==> config.mk <==
export PLATFORM = sky130hd
export DESIGN_NAME = ifetch_queue_flat
export DESIGN_NICKNAME = d
export VERILOG_FILES = /design/src/rtl/ifetch_queue_if.sv /design/src/rtl/ifetch_queue.sv /design/src/flat_wrapper.sv
export SDC_FILE = /design/constraint.sdc
export NUM_CORES = 1
export LEC_CHECK = 0
export ABC_AREA = 1
export BUFFER_PORTS_ARGS = -buffer_cell sky130_fd_sc_hd__buf_2
export CORE_ASPECT_RATIO = 1.2
export CORE_MARGIN = 2
export CORE_UTILIZATION = 35
export DETAILED_ROUTE_END_ITERATION = 6
export HOLD_SLACK_MARGIN = 0.02
export PLACE_DENSITY = 0.5
export SLEW_MARGIN = 20
export SYNTH_ARGS = -nofsm -noshare
export SYNTH_HDL_FRONTEND = slang
export SYNTH_SLANG_ARGS = --single-unit
==> constraint.sdc <==
create_clock -name clk -period 5.8 [get_ports clk]
set_input_delay 1.16 -clock clk [delete_from_list [all_inputs] [get_ports clk]]
set_output_delay 1.16 -clock clk [all_outputs]
set_load 0.03 [all_outputs]
==> src/rtl/ifetch_queue_if.sv <==
// Fetch-side bus bundle: instruction-cache request/response, decode
// handoff and redirect inputs. The master modport is the fetch queue.
interface ifetch_queue_if #(
    parameter int ADDR_WIDTH = 32,
    parameter int INST_WIDTH = 32
);
    logic                  if2ic_en;
    logic [ADDR_WIDTH-1:0] if2ic_pc;
    logic                  ic2if_hit;
    logic [INST_WIDTH-1:0] ic2if_inst;
    logic                  if2dec;
    logic [ADDR_WIDTH-1:0] pc_out;
    logic [INST_WIDTH-1:0] inst_out;
    logic                  dec_ready;
    logic                  decUpd;
    logic [ADDR_WIDTH-1:0] dec2if_pc;
    logic                  flush;
    logic [ADDR_WIDTH-1:0] flush_pc;

    modport master (
        output if2ic_en, if2ic_pc, if2dec, pc_out, inst_out,
        input  ic2if_hit, ic2if_inst, dec_ready, decUpd, dec2if_pc, flush, flush_pc
    );

    modport slave (
        input  if2ic_en, if2ic_pc, if2dec, pc_out, inst_out,
        output ic2if_hit, ic2if_inst, dec_ready, decUpd, dec2if_pc, flush, flush_pc
    );
endinterface

==> src/rtl/ifetch_queue.sv <==
// Instruction fetch queue: one outstanding I-cache request at a time,
// responses pushed into a small FIFO of {pc, inst} that feeds decode.
// Redirects (flush beats decUpd) clear the queue; a redirect that lands
// while a request is in flight moves to DROP so the stale response is eaten.
// Optional feature macro: IFQ_STATIC_JAL_EN -- follow JAL targets at fetch.
module ifetch_queue #(
    parameter int                    ADDR_WIDTH  = 32,
    parameter int                    INST_WIDTH  = 32,
    parameter int                    QUEUE_DEPTH = 4,
    parameter logic [ADDR_WIDTH-1:0] RESET_PC    = '0
) (
    input  logic           clk,
    input  logic           rst_in,
    input  logic           rdy_in,
    ifetch_queue_if.master bus
);
    localparam int PW = $clog2(QUEUE_DEPTH);
    localparam int CW = PW + 1;
    localparam logic [CW-1:0] FULL = CW'(QUEUE_DEPTH);

    typedef enum logic [1:0] {IDLE, REQ, DROP} state_t;

    state_t                state, state_nxt;
    logic [ADDR_WIDTH-1:0] fpc, fpc_nxt, fetch_next, redir_pc;
    logic [PW-1:0]         head, tail;
    logic [CW-1:0]         count, count_nxt, count_post;
    logic                  redirect, push, pop;

    logic [ADDR_WIDTH-1:0] pc_q   [QUEUE_DEPTH];
    logic [INST_WIDTH-1:0] inst_q [QUEUE_DEPTH];

    assign bus.if2ic_en = (state != IDLE);
    assign bus.if2ic_pc = fpc;
    assign bus.if2dec   = (count != '0);
    assign bus.pc_out   = bus.if2dec ? pc_q[head]   : '0;
    assign bus.inst_out = bus.if2dec ? inst_q[head] : '0;

    // Address following the word being pushed this cycle.
    always_comb begin
`ifdef IFQ_STATIC_JAL_EN
        logic [20:0] jimm;
        jimm = {bus.ic2if_inst[31], bus.ic2if_inst[19:12], bus.ic2if_inst[20],
                bus.ic2if_inst[30:21], 1'b0};
        if (bus.ic2if_inst[6:0] == 7'b1101111)
            fetch_next = fpc + {{(ADDR_WIDTH-21){jimm[20]}}, jimm};
        else
            fetch_next = fpc + ADDR_WIDTH'(4);
`else
        fetch_next = fpc + ADDR_WIDTH'(4);
`endif
    end

    // Queue bookkeeping and request FSM next-state.
    always_comb begin
        redirect   = bus.flush || bus.decUpd;
        redir_pc   = bus.flush ? bus.flush_pc : bus.dec2if_pc;
        push       = (state == REQ) && bus.ic2if_hit && !redirect;
        pop        = bus.if2dec && bus.dec_ready && !redirect;
        count_post = count + CW'(push) - CW'(pop);
        count_nxt  = redirect ? '0 : count_post;
        fpc_nxt    = redirect ? redir_pc : (push ? fetch_next : fpc);
        state_nxt  = state;
        case (state)
            IDLE: if (redirect || count < FULL) state_nxt = REQ;
            REQ: begin
                if (redirect)
                    // A same-cycle response retires the old request.
                    state_nxt = bus.ic2if_hit ? REQ : DROP;
                else if (bus.ic2if_hit)
                    state_nxt = (count_post < FULL) ? REQ : IDLE;
            end
            DROP: if (!redirect && bus.ic2if_hit) state_nxt = REQ;
            default: state_nxt = IDLE;
        endcase
    end

    // Control registers; rdy_in low freezes everything.
    always_ff @(posedge clk or negedge rst_in) begin
        if (!rst_in) begin
            state <= IDLE;
            fpc   <= RESET_PC;
            count <= '0;
            head  <= '0;
            tail  <= '0;
        end else if (rdy_in) begin
            state <= state_nxt;
            fpc   <= fpc_nxt;
            count <= count_nxt;
            if (redirect) begin
                head <= '0;
                tail <= '0;
            end else begin
                if (pop)  head <= head + 1'b1;
                if (push) tail <= tail + 1'b1;
            end
        end
    end

    // Entry storage; contents are only visible while count is nonzero.
    always_ff @(posedge clk) begin
        if (rdy_in && push) begin
            pc_q[tail]   <= fpc;
            inst_q[tail] <= bus.ic2if_inst;
        end
    end
endmodule

==> src/flat_wrapper.sv <==
// flat-port wrapper written by rule: the top's interface ports become plain ports
module ifetch_queue_flat 
#(
    parameter int                    ADDR_WIDTH  = 32,
    parameter int                    INST_WIDTH  = 32,
    parameter int                    QUEUE_DEPTH = 4,
    parameter logic [ADDR_WIDTH-1:0] RESET_PC    = '0
)
  (clk, rst_in, rdy_in, bus_if2ic_en, bus_if2ic_pc, bus_if2dec, bus_pc_out, bus_inst_out, bus_ic2if_hit, bus_ic2if_inst, bus_dec_ready, bus_decUpd, bus_dec2if_pc, bus_flush, bus_flush_pc);
  ifetch_queue_if #(.ADDR_WIDTH(ADDR_WIDTH), .INST_WIDTH(INST_WIDTH)) bus_i ();
  input  logic clk;
  input  logic rst_in;
  input  logic rdy_in;
  output wire logic [$bits(bus_i.if2ic_en)-1:0] bus_if2ic_en;
  output wire logic [$bits(bus_i.if2ic_pc)-1:0] bus_if2ic_pc;
  output wire logic [$bits(bus_i.if2dec)-1:0] bus_if2dec;
  output wire logic [$bits(bus_i.pc_out)-1:0] bus_pc_out;
  output wire logic [$bits(bus_i.inst_out)-1:0] bus_inst_out;
  input wire logic [$bits(bus_i.ic2if_hit)-1:0] bus_ic2if_hit;
  input wire logic [$bits(bus_i.ic2if_inst)-1:0] bus_ic2if_inst;
  input wire logic [$bits(bus_i.dec_ready)-1:0] bus_dec_ready;
  input wire logic [$bits(bus_i.decUpd)-1:0] bus_decUpd;
  input wire logic [$bits(bus_i.dec2if_pc)-1:0] bus_dec2if_pc;
  input wire logic [$bits(bus_i.flush)-1:0] bus_flush;
  input wire logic [$bits(bus_i.flush_pc)-1:0] bus_flush_pc;
  assign bus_if2ic_en = bus_i.if2ic_en;
  assign bus_if2ic_pc = bus_i.if2ic_pc;
  assign bus_if2dec = bus_i.if2dec;
  assign bus_pc_out = bus_i.pc_out;
  assign bus_inst_out = bus_i.inst_out;
  assign bus_i.ic2if_hit = bus_ic2if_hit;
  assign bus_i.ic2if_inst = bus_ic2if_inst;
  assign bus_i.dec_ready = bus_dec_ready;
  assign bus_i.decUpd = bus_decUpd;
  assign bus_i.dec2if_pc = bus_dec2if_pc;
  assign bus_i.flush = bus_flush;
  assign bus_i.flush_pc = bus_flush_pc;
  ifetch_queue #(.ADDR_WIDTH(ADDR_WIDTH), .INST_WIDTH(INST_WIDTH), .QUEUE_DEPTH(QUEUE_DEPTH), .RESET_PC(RESET_PC)) u_core (.clk(clk), .rst_in(rst_in), .rdy_in(rdy_in), .bus(bus_i));
endmodule
After elaboration in Yosys (flattened, before gate mapping)
Memory sizes are Yosys's and may differ from the RTL's.
Index checks and enable logic that the tools add are counted.
Widths: inputs -> output; s select.
- add/subtract/negate cells: 5
- order comparisons: 2
- equal/unequal tests: 5
- multiplexer cells: 19
- reduce and logical (&&, ||, !) cells: 17
- operators by type and width (kind ; count):
    $mux 32 ; 5
    $add 32x3->32 const B ; 1
    $mux 2 ; 9
    $logic_and 1x1->1 ; 6
    $lt 3x3->1 const B ; 2
    $pmux 2 s3 ; 1
    $reduce_bool 2->1 ; 3
    $add 2x1->2 const B ; 2
    $ne 2x1->1 const B ; 2
    $reduce_and 2->1 ; 2
    $reduce_and 4->1 ; 1
    $add 3x1->3 ; 1
    $mux 1 ; 3
    $mux 3 ; 1
    $ne 3x2->1 const B ; 1
    $reduce_bool 3->1 ; 1
    $sub 3x1->3 ; 1
    $eq 2x1->1 const B ; 1
    $eq 2x2->1 const B ; 1
    $logic_not 2->1 ; 1
    $logic_or 1x1->1 ; 2
    $logic_not 1->1 ; 1
- register bits: 41
- bits in writable memories: 256
- input port bits: 103
- output and inout bits: 98
- memories kept: 2
- memories (name ; depth ; bits a word ; rd ports ; clocked after memory_dff ; wr ports ; line ; source):
    u_core.inst_q ; 4 ; 32 ; 1 ; 0 ; 1 ; ifetch_queue.sv:30 ; logic [INST_WIDTH-1:0] inst_q [QUEUE_DEPTH];
    u_core.pc_q ; 4 ; 32 ; 1 ; 0 ; 1 ; ifetch_queue.sv:29 ; logic [ADDR_WIDTH-1:0] pc_q [QUEUE_DEPTH];

Depth between registers and ports, before layout
Gate-level depths: netlist (run 1).
- depth after elaboration: 10
- gate-level depth with buffers: 16
- depth with buffers taken out: 15

Worst setup path after synthesis (run 1)
Ideal clock, no wire load.
- path type: input to register
- from: input port bus_flush
- to: memory u_core.inst_q[0][0], enable pin
- arrival: 4.584 ns
- required time: 5.314 ns
- setup slack: 0.729 ns
- cell stages on the path: 6
- path buffers: 1
- cell sequence: buf_2 -> nor2_4 -> inv_2 -> nor3_1 -> nand2_1 -> nor2_1
- longest elaborated chain between the ends: 6
- RTL lines (element ; line ; source):
    start: declaration ; flat_wrapper.sv:24 ; input wire logic [$bits(bus_i.flush)-1:0] bus_flush;
    $logic_or 1x1->1 ; ifetch_queue.sv:55 ; redirect = bus.flush || bus.decUpd;
    $logic_not 1->1 ; ifetch_queue.sv:57 ; push = (state == REQ) && bus.ic2if_hit && !redirect;
    $logic_and 1x1->1 ; ifetch_queue.sv:57 ;
    $logic_and 1x1->1 ; ifetch_queue.sv:101 ; if (rdy_in && push) begin
    $mux 1 ; ifetch_queue.sv:101 ;
    $mux 1 (implied by the code) ; ifetch_queue.sv:103 ; inst_q[tail] <= bus.ic2if_inst;
    end: declaration ; ifetch_queue.sv:30 ;
No other way between the ends.

Worst setup path after layout (run 1)
- from: register u_core.head[0]
- to: output port bus_pc_out[17]
- longest elaborated chain between the ends: 2
- RTL lines (element ; line ; source):
    start: declaration ; ifetch_queue.sv:25 ; logic [PW-1:0] head, tail;
    start signal: assignment ; ifetch_queue.sv:93 ; if (pop) head <= head + 1'b1;
    $mem_v2 4x32 ; -- ;
    $mux 32 ; ifetch_queue.sv:35 ; assign bus.pc_out = bus.if2dec ? pc_q[head] : '0;
    end: declaration ; flat_wrapper.sv:17 ; output wire logic [$bits(bus_i.pc_out)-1:0] bus_pc_out;
No other way between the ends.

==> results of run 1 <==
-- placed cells by master (no fill, tap or decap), drive strengths merged --
| cell | count |
|---|---|
| o21bai | 3 |
| inv | 70 |
| o22ai | 3 |
| a211oi | 1 |
| bufinv | 1 |
| a21o | 1 |
| a21oi | 93 |
| fa | 1 |
| clkinv | 13 |
| ha | 7 |
| nand2 | 111 |
| nand3 | 37 |
| a22oi | 1 |
| nand4 | 2 |
| edfxtp | 256 |
| nor2 | 368 |
| and2 | 1 |
| o21a | 1 |
| buf | 212 |
| dfrtp | 41 |
| o21ai | 192 |
| a31oi | 9 |
| nor3 | 3 |
| clkbuf | 41 |
| nand3b | 1 |
| clkinvlp | 3 |
| xor2 | 3 |
-- cell families (layout without fill, tap and decap cells) --
family,after synthesis,in the layout,synth area share [%]
AOI/OAI and AO/OA,304,304,12.01
xor gates and xnor gates,3,3,0.2011
adders and majority gates,8,8,0.8234
buffers and inverters,139,340,4.433
DFF,297,297,66.68
and+or+nand+nor,523,523,15.86
-- worst min-delay path, stage by stage (launching register included) --
cell and delay [ns]:
dfrtp_1 0.39, nand2_1 0.06, o21ai_0 0.06
-- flip-flops by register name (all words and copies together) (netlist names) --
name,cells
u_core.state,2
u_core.head,2
u_core.count,3
u_core.bus.if2ic_pc,32
u_core.pc_q,128
u_core.tail,2
u_core.inst_q,128
-- layout make-up --
cell class	instances	area share, %
Sequential cell	297	56.15
Clock inverter	16	0.8139
Clock buffer	41	5.624
Multi-Input combinational cell	838	24.50
Timing Repair Buffer	212	7.349
Inverter	71	1.741
Tap cell	474	3.819
-- stage by stage --
| step | power (W) | utilization [%] | cells | worst slack, ns | hold WS (ns) |
|---|---|---|---|---|---|
| 6_report | 0.005331 | 42.19 | 1949 | 1.889 | 0.5549 |
| 5_1_grt | 0.005566 | 42.19 | 1949 | 1.659 | 0.5845 |
| 4_1_cts | 0.005387 | 42.19 | 1949 | 1.799 | 0.5488 |
| 3_5_place_dp | 0.003460 | 39.47 | 1892 | 1.975 | 0.5321 |
| 3_3_place_gp | 0.003453 | 39.47 | 1892 | 2.024 | 0.5258 |
| 2_1_floorplan | 0.003134 | - | 1274 | 0.7294 | 0.4965 |
-- where the power goes --
| group | switching, W | internal (W) | total (W) |
|---|---|---|---|
| logic | 0.000500 | 0.000208 | 0.000709 |
| clock network | 0.000822 | 0.00110 | 0.00193 |
| registers | 0.000218 | 0.00248 | 0.00270 |
-- layer usage --
metal  part of all wire, %  track usage [%]  wire length [µm]
met5                     0                0                 0
met4                   1.2            3.817               416
met3                   4.6            2.481              1632
met2                    50            31.56             17880
met1                    44            23.45             15500
-- final timing paths --
kind | cells past startpoint | startpoint | endpoint
max in group asynchronous | 1 | rst_in | u_core.head[0]
hold / removal | 2 | u_core.count[2] | u_core.count[2]
hold reg to reg | 2 | u_core.count[2] | u_core.count[2]
min in group asynchronous | 1 | rst_in | u_core.bus.if2ic_pc[25]
setup / recovery | 6 | u_core.head[0] | bus_pc_out[17]
setup reg to reg | 15 | u_core.count[1] | u_core.state[0]
==> impl_metrics.tcl, run 1 <==
set metrics [dict create \
    outcome "complete, no violations" \
    max_cap_violations 0 \
    cts_resized 0 \
    cts-root-buf "clkbuf_16" \
    ys_async_sr_fraction_pct 13.80 \
    track_usage_pct 17.88 \
    tns_ns 0 \
    clkSinkCount 297 \
    synth.avg_cell_area_um2 10.26 \
    drt-total-wl_um 35430 \
    crit_path_top_delay_cell "dfrtp_4" \
    post_drt_wl_per_cell_um 18.18 \
    period_share_pct 67.44 \
    drc 0 \
    hold_buffers 0 \
    drt_first_pass_iters 5 \
    vias 9666 \
    power_density_mw_per_mm2 343.3 \
    p_leak_nw 6.054 \
    synthToLayoutAreaGrowth_pct 18.82 \
    finalHoldViolations 0 \
    crit_chain "buf_4 -> nor2_1 -> nor2_1 -> o21ai_0 -> a21oi_1 -> buf_2" \
    fmax_mhz 255.7 \
    start_kind "register" \
    grt_setup_unrepaired "false" \
    grt_pass1_wl_um 54540 \
    cts-buffers-inserted 31 \
    final_area_mm2 0.01553 \
    vdd_drop_max_mv 0.2183 \
    multi_input_area_mm2 0.003805 \
    cts_tree "built" \
    n_antenna_cell 0 \
    portBuffers 200 \
    drt_iter0_drc 577 \
    synth_seq_cells 297 \
    tightest_slew_ns 0.9929 \
    cts_buffer_depth 3 \
    crit_family "buffers and inverters" \
    synth_cell_type_count 34 \
    via_per_inst 4.959 \
    regArea_mm2 0.008718 \
    hpwl_um 21390 \
    nets 1562 \
    grt_max_degree 75 \
    clock_skew_ns 0.01755 \
    fillers 3607 \
    path_clk_slew_ns 0.07 \
    gr-total-overflow 0 \
    grt_antenna_before_repair 0 \
    drive_gt1_share_pct 19.93 \
    finalMaxSlewViolations 0 \
    std_cell_rows 77 \
    critical-path-max-stage-delay_ns 0.65 \
    synth_common_cells "359 x nor2_1, 256 x edfxtp_1, 181 x o21ai_0" \
    critPathMaxFanout 60 \
    synth-warning-count 0 \
    cp_data_arrival_time_ns 2.75 \
    synth_edf_count 256 \
    synth_area_leader_cell "edfxtp_1" \
    die_h_um 215.7 \
    syn_nets 1385 \
    final-setup-viol-count 0 \
    place_area_mm2 0.01453 \
    synthCells 1274 \
    core_area_mm2 0.03680 \
    die_area_mm2 0.03890 \
    synth_top_area_share_pct 58.83 \
    hold_class "reg2reg" \
    antenna_left 0 \
    synth_flop_cell "edfxtp_1" \
    insertion_delay_ns 0.56 \
    postCtsSetupBuffers 0 \
    cp_data_required_time_ns 4.64 \
    ys_seq_area_share_pct 66.68 \
    max_slew_margin_pct 33.57 \
    cp_num_buf_inv 2 \
    crit_top_cell "nor2_1" \
    grt_pass1_vias 9489 \
    critical_path_class "reg2out" \
    finalWorstPathRequiredPeriod_ns 3.911 \
    syn_area_mm2 0.01307 \
    start_util_pct 35.51 \
    die_x_um 180.4 \
    regToRegSetupSlack_ns 3.36 \
    gp_congestion 0.7837 \
    synth.top_cells.by_area "edfxtp_1 59%, nor2_1 10%, dfrtp_1 7.9%" \
    num_io_pins 201 \
    end_kind "primary output" \
    synth_most_common_cell "nor2_1" \
    htreeDepth 1 \
]
No activity file was read; power rests on OpenSTA's default activity.
==> inputs of run 2 (changes only) <==
==> constraint.sdc (replaced) <==
create_clock -name clk -period 3.8 [get_ports clk]
set_input_delay 0.76 -clock clk [delete_from_list [all_inputs] [get_ports clk]]
set_output_delay 0.76 -clock clk [all_outputs]
set_load 0.03 [all_outputs]
==> impl_metrics.tcl, run 2 (synthesis gave the netlist of run 1 again) <==
set metrics [dict create \
    gp_congestion 0.8278 \
    r2r-start "u_core.state[0]" \
    critPathMaxFanout 45 \
    cts_tree "built" \
    cp_num_buf_inv 2 \
    place_area_mm2 0.01465 \
    antenna_left 0 \
    post_drt_wl_per_cell_um 17.62 \
    cts-root-buf "clkbuf_16" \
    clock_skew_ns 0.01856 \
    grt_antenna_before_repair 0 \
    tightest_slew_ns 0.8199 \
    crit_path_top_delay_cell "dfrtp_4" \
    final_cells 1964 \
    crit_chain "buf_4 -> nor2_1 -> nor2_1 -> o21ai_0 -> a21oi_1 -> buf_2" \
    path_clk_slew_ns 0.06 \
    regToRegSetupSlack_ns 1.19 \
    start_util_pct 35.51 \
    drt_iter0_drc 636 \
    nets 1577 \
    swShare_pct 27.64 \
    cts-buffers-inserted 30 \
    p_leak_nw 6.151 \
    critical-path-max-stage-delay_ns 0.65 \
    hold_ws_ns 0.3075 \
    grt_max_degree 49 \
    total_power_w 0.008254 \
    cts_resized 0 \
    end_kind "primary output" \
    die_x_um 180.4 \
    comb_power_share_pct 13.2 \
    grt_setup_unrepaired "false" \
    r2r_end "u_core.inst_q[0][20]" \
    period_share_pct 86.48 \
    cts_buffer_depth 3 \
    pwr-share-clk_pct 37.0 \
    r2r_cells 7 \
    num_io_pins 201 \
    synthToLayoutAreaGrowth_pct 19.93 \
    htreeDepth 1 \
    n_antenna_cell 0 \
    gr-total-overflow 0 \
    crit_top_cell "nor2_1" \
    numPlacedInstances 1908 \
    outcome "complete, no violations" \
    max_cap_violations 0 \
    insertion_delay_ns 0.55 \
    hpwl_um 22190 \
    drive_gt1_share_pct 20.13 \
    grt_pass1_vias 9728 \
    postCtsSetupBuffers 0 \
    power_density_mw_per_mm2 526.7 \
    grt_pass1_wl_um 54230 \
    p_switching_w 0.002281 \
    drc 0 \
    finalHoldViolations 0 \
    hold_buffers 0 \
    final_area_mm2 0.01567 \
    die_h_um 215.7 \
    core_area_mm2 0.03680 \
    drt_first_pass_iters 5 \
    via_per_inst 4.933 \
    start_kind "register" \
    mostFrequentLayoutCell "nor2_1" \
    p_int_w 0.005973 \
    critical_path_class "reg2out" \
    tns_ns 0 \
    clkSinkCount 297 \
    finalWorstPathRequiredPeriod_ns 3.286 \
    std_cell_rows 77 \
    die_area_mm2 0.03890 \
    vdd_drop_max_mv 0.3068 \
    final_cell_mix "355 x nor2_1, 256 x edfxtp_1, 200 x buf_2, 181 x o21ai_0, 109 x nand2_1" \
    hold_class "in2async" \
    finalMaxSlewViolations 0 \
    power.share.sequential_pct 49.8 \
    final-setup-viol-count 0 \
    crit_family "buffers and inverters" \
    track_usage_pct 17.60 \
    drt-total-wl_um 34600 \
    vias 9689 \
    max_slew_margin_pct 45.34 \
    fmax_mhz 304.3 \
    cp_data_arrival_time_ns 2.53 \
    portBuffers 200 \
    cp_data_required_time_ns 3.04 \
]
==> run 2: cell types whose count changed in the layout (fill, tap and decap cells not counted) <==
| cell | change |
|---|---|
| buf_4 | +16 |
| bufinv_16 | +4 |
| clkbuf_1 | +4 |
| clkbuf_8 | -4 |
| clkinv_1 | +5 |
| clkinv_2 | -5 |
| clkinv_4 | -1 |
| clkinv_8 | -1 |
| clkinvlp_4 | -3 |
| inv_2 | +1 |
| inv_4 | -1 |
==> run 2: worst max-delay path by stage <==
| stage | from | to | slack (ns) | cells past startpoint |
|---|---|---|---|---|
| floorplan | bus_flush | u_core.inst_q[0][0] | -0.87 | 6 |
| global placement | bus_decUpd | u_core.state[0] | 0.87 | 16 |
| detailed placement | bus_decUpd | u_core.state[0] | 0.86 | 16 |
| CTS | u_core.head[0] | bus_pc_out[8] | 0.46 | 6 |
| global route | u_core.head[0] | bus_pc_out[10] | 0.37 | 6 |
| finish | u_core.head[0] | bus_pc_out[9] | 0.51 | 6 |
==> run 2: power by group through the flow <==
stage	clock network, W	registers [W]	logic (W)
6_report	0.00305	0.00411	0.00109
5_1_grt	0.00327	0.00414	0.00122
4_1_cts	0.00314	0.00412	0.00110
3_5_place_dp	0	0.00419	0.00110
3_3_place_gp	0	0.00418	0.00110
2_1_floorplan	0	0.00422	0.000565
==> run 2: stage by stage <==
step,utilization (%),worst slack (ns)
2_1_floorplan,-,-0.8706
3_3_place_gp,39.79,0.8743
3_5_place_dp,39.79,0.8630
4_1_cts,42.58,0.4585
5_1_grt,42.58,0.3656
6_report,42.58,0.5136
==> run 2: area by class of cell <==
class,instances,area [µm²]
clock buffer,41,833.3
clock inverter,15,192.7
fill,3604,21130
inverter,71,267.8
multi-input combinational,838,3805
sequential,297,8718
tap,474,593.1
timing repair buffer,228,1261
==> run 2: metal layers <==
metal / up-vias / track usage (%) / routed length [µm]
met1: 4676 / 22.62 / 15030
met2: 233 / 31.70 / 17660
li1: 4741 / - / -
met3: 39 / 2.261 / 1413
met4: 0 / 3.763 / 495
met5: - / 0 / 0
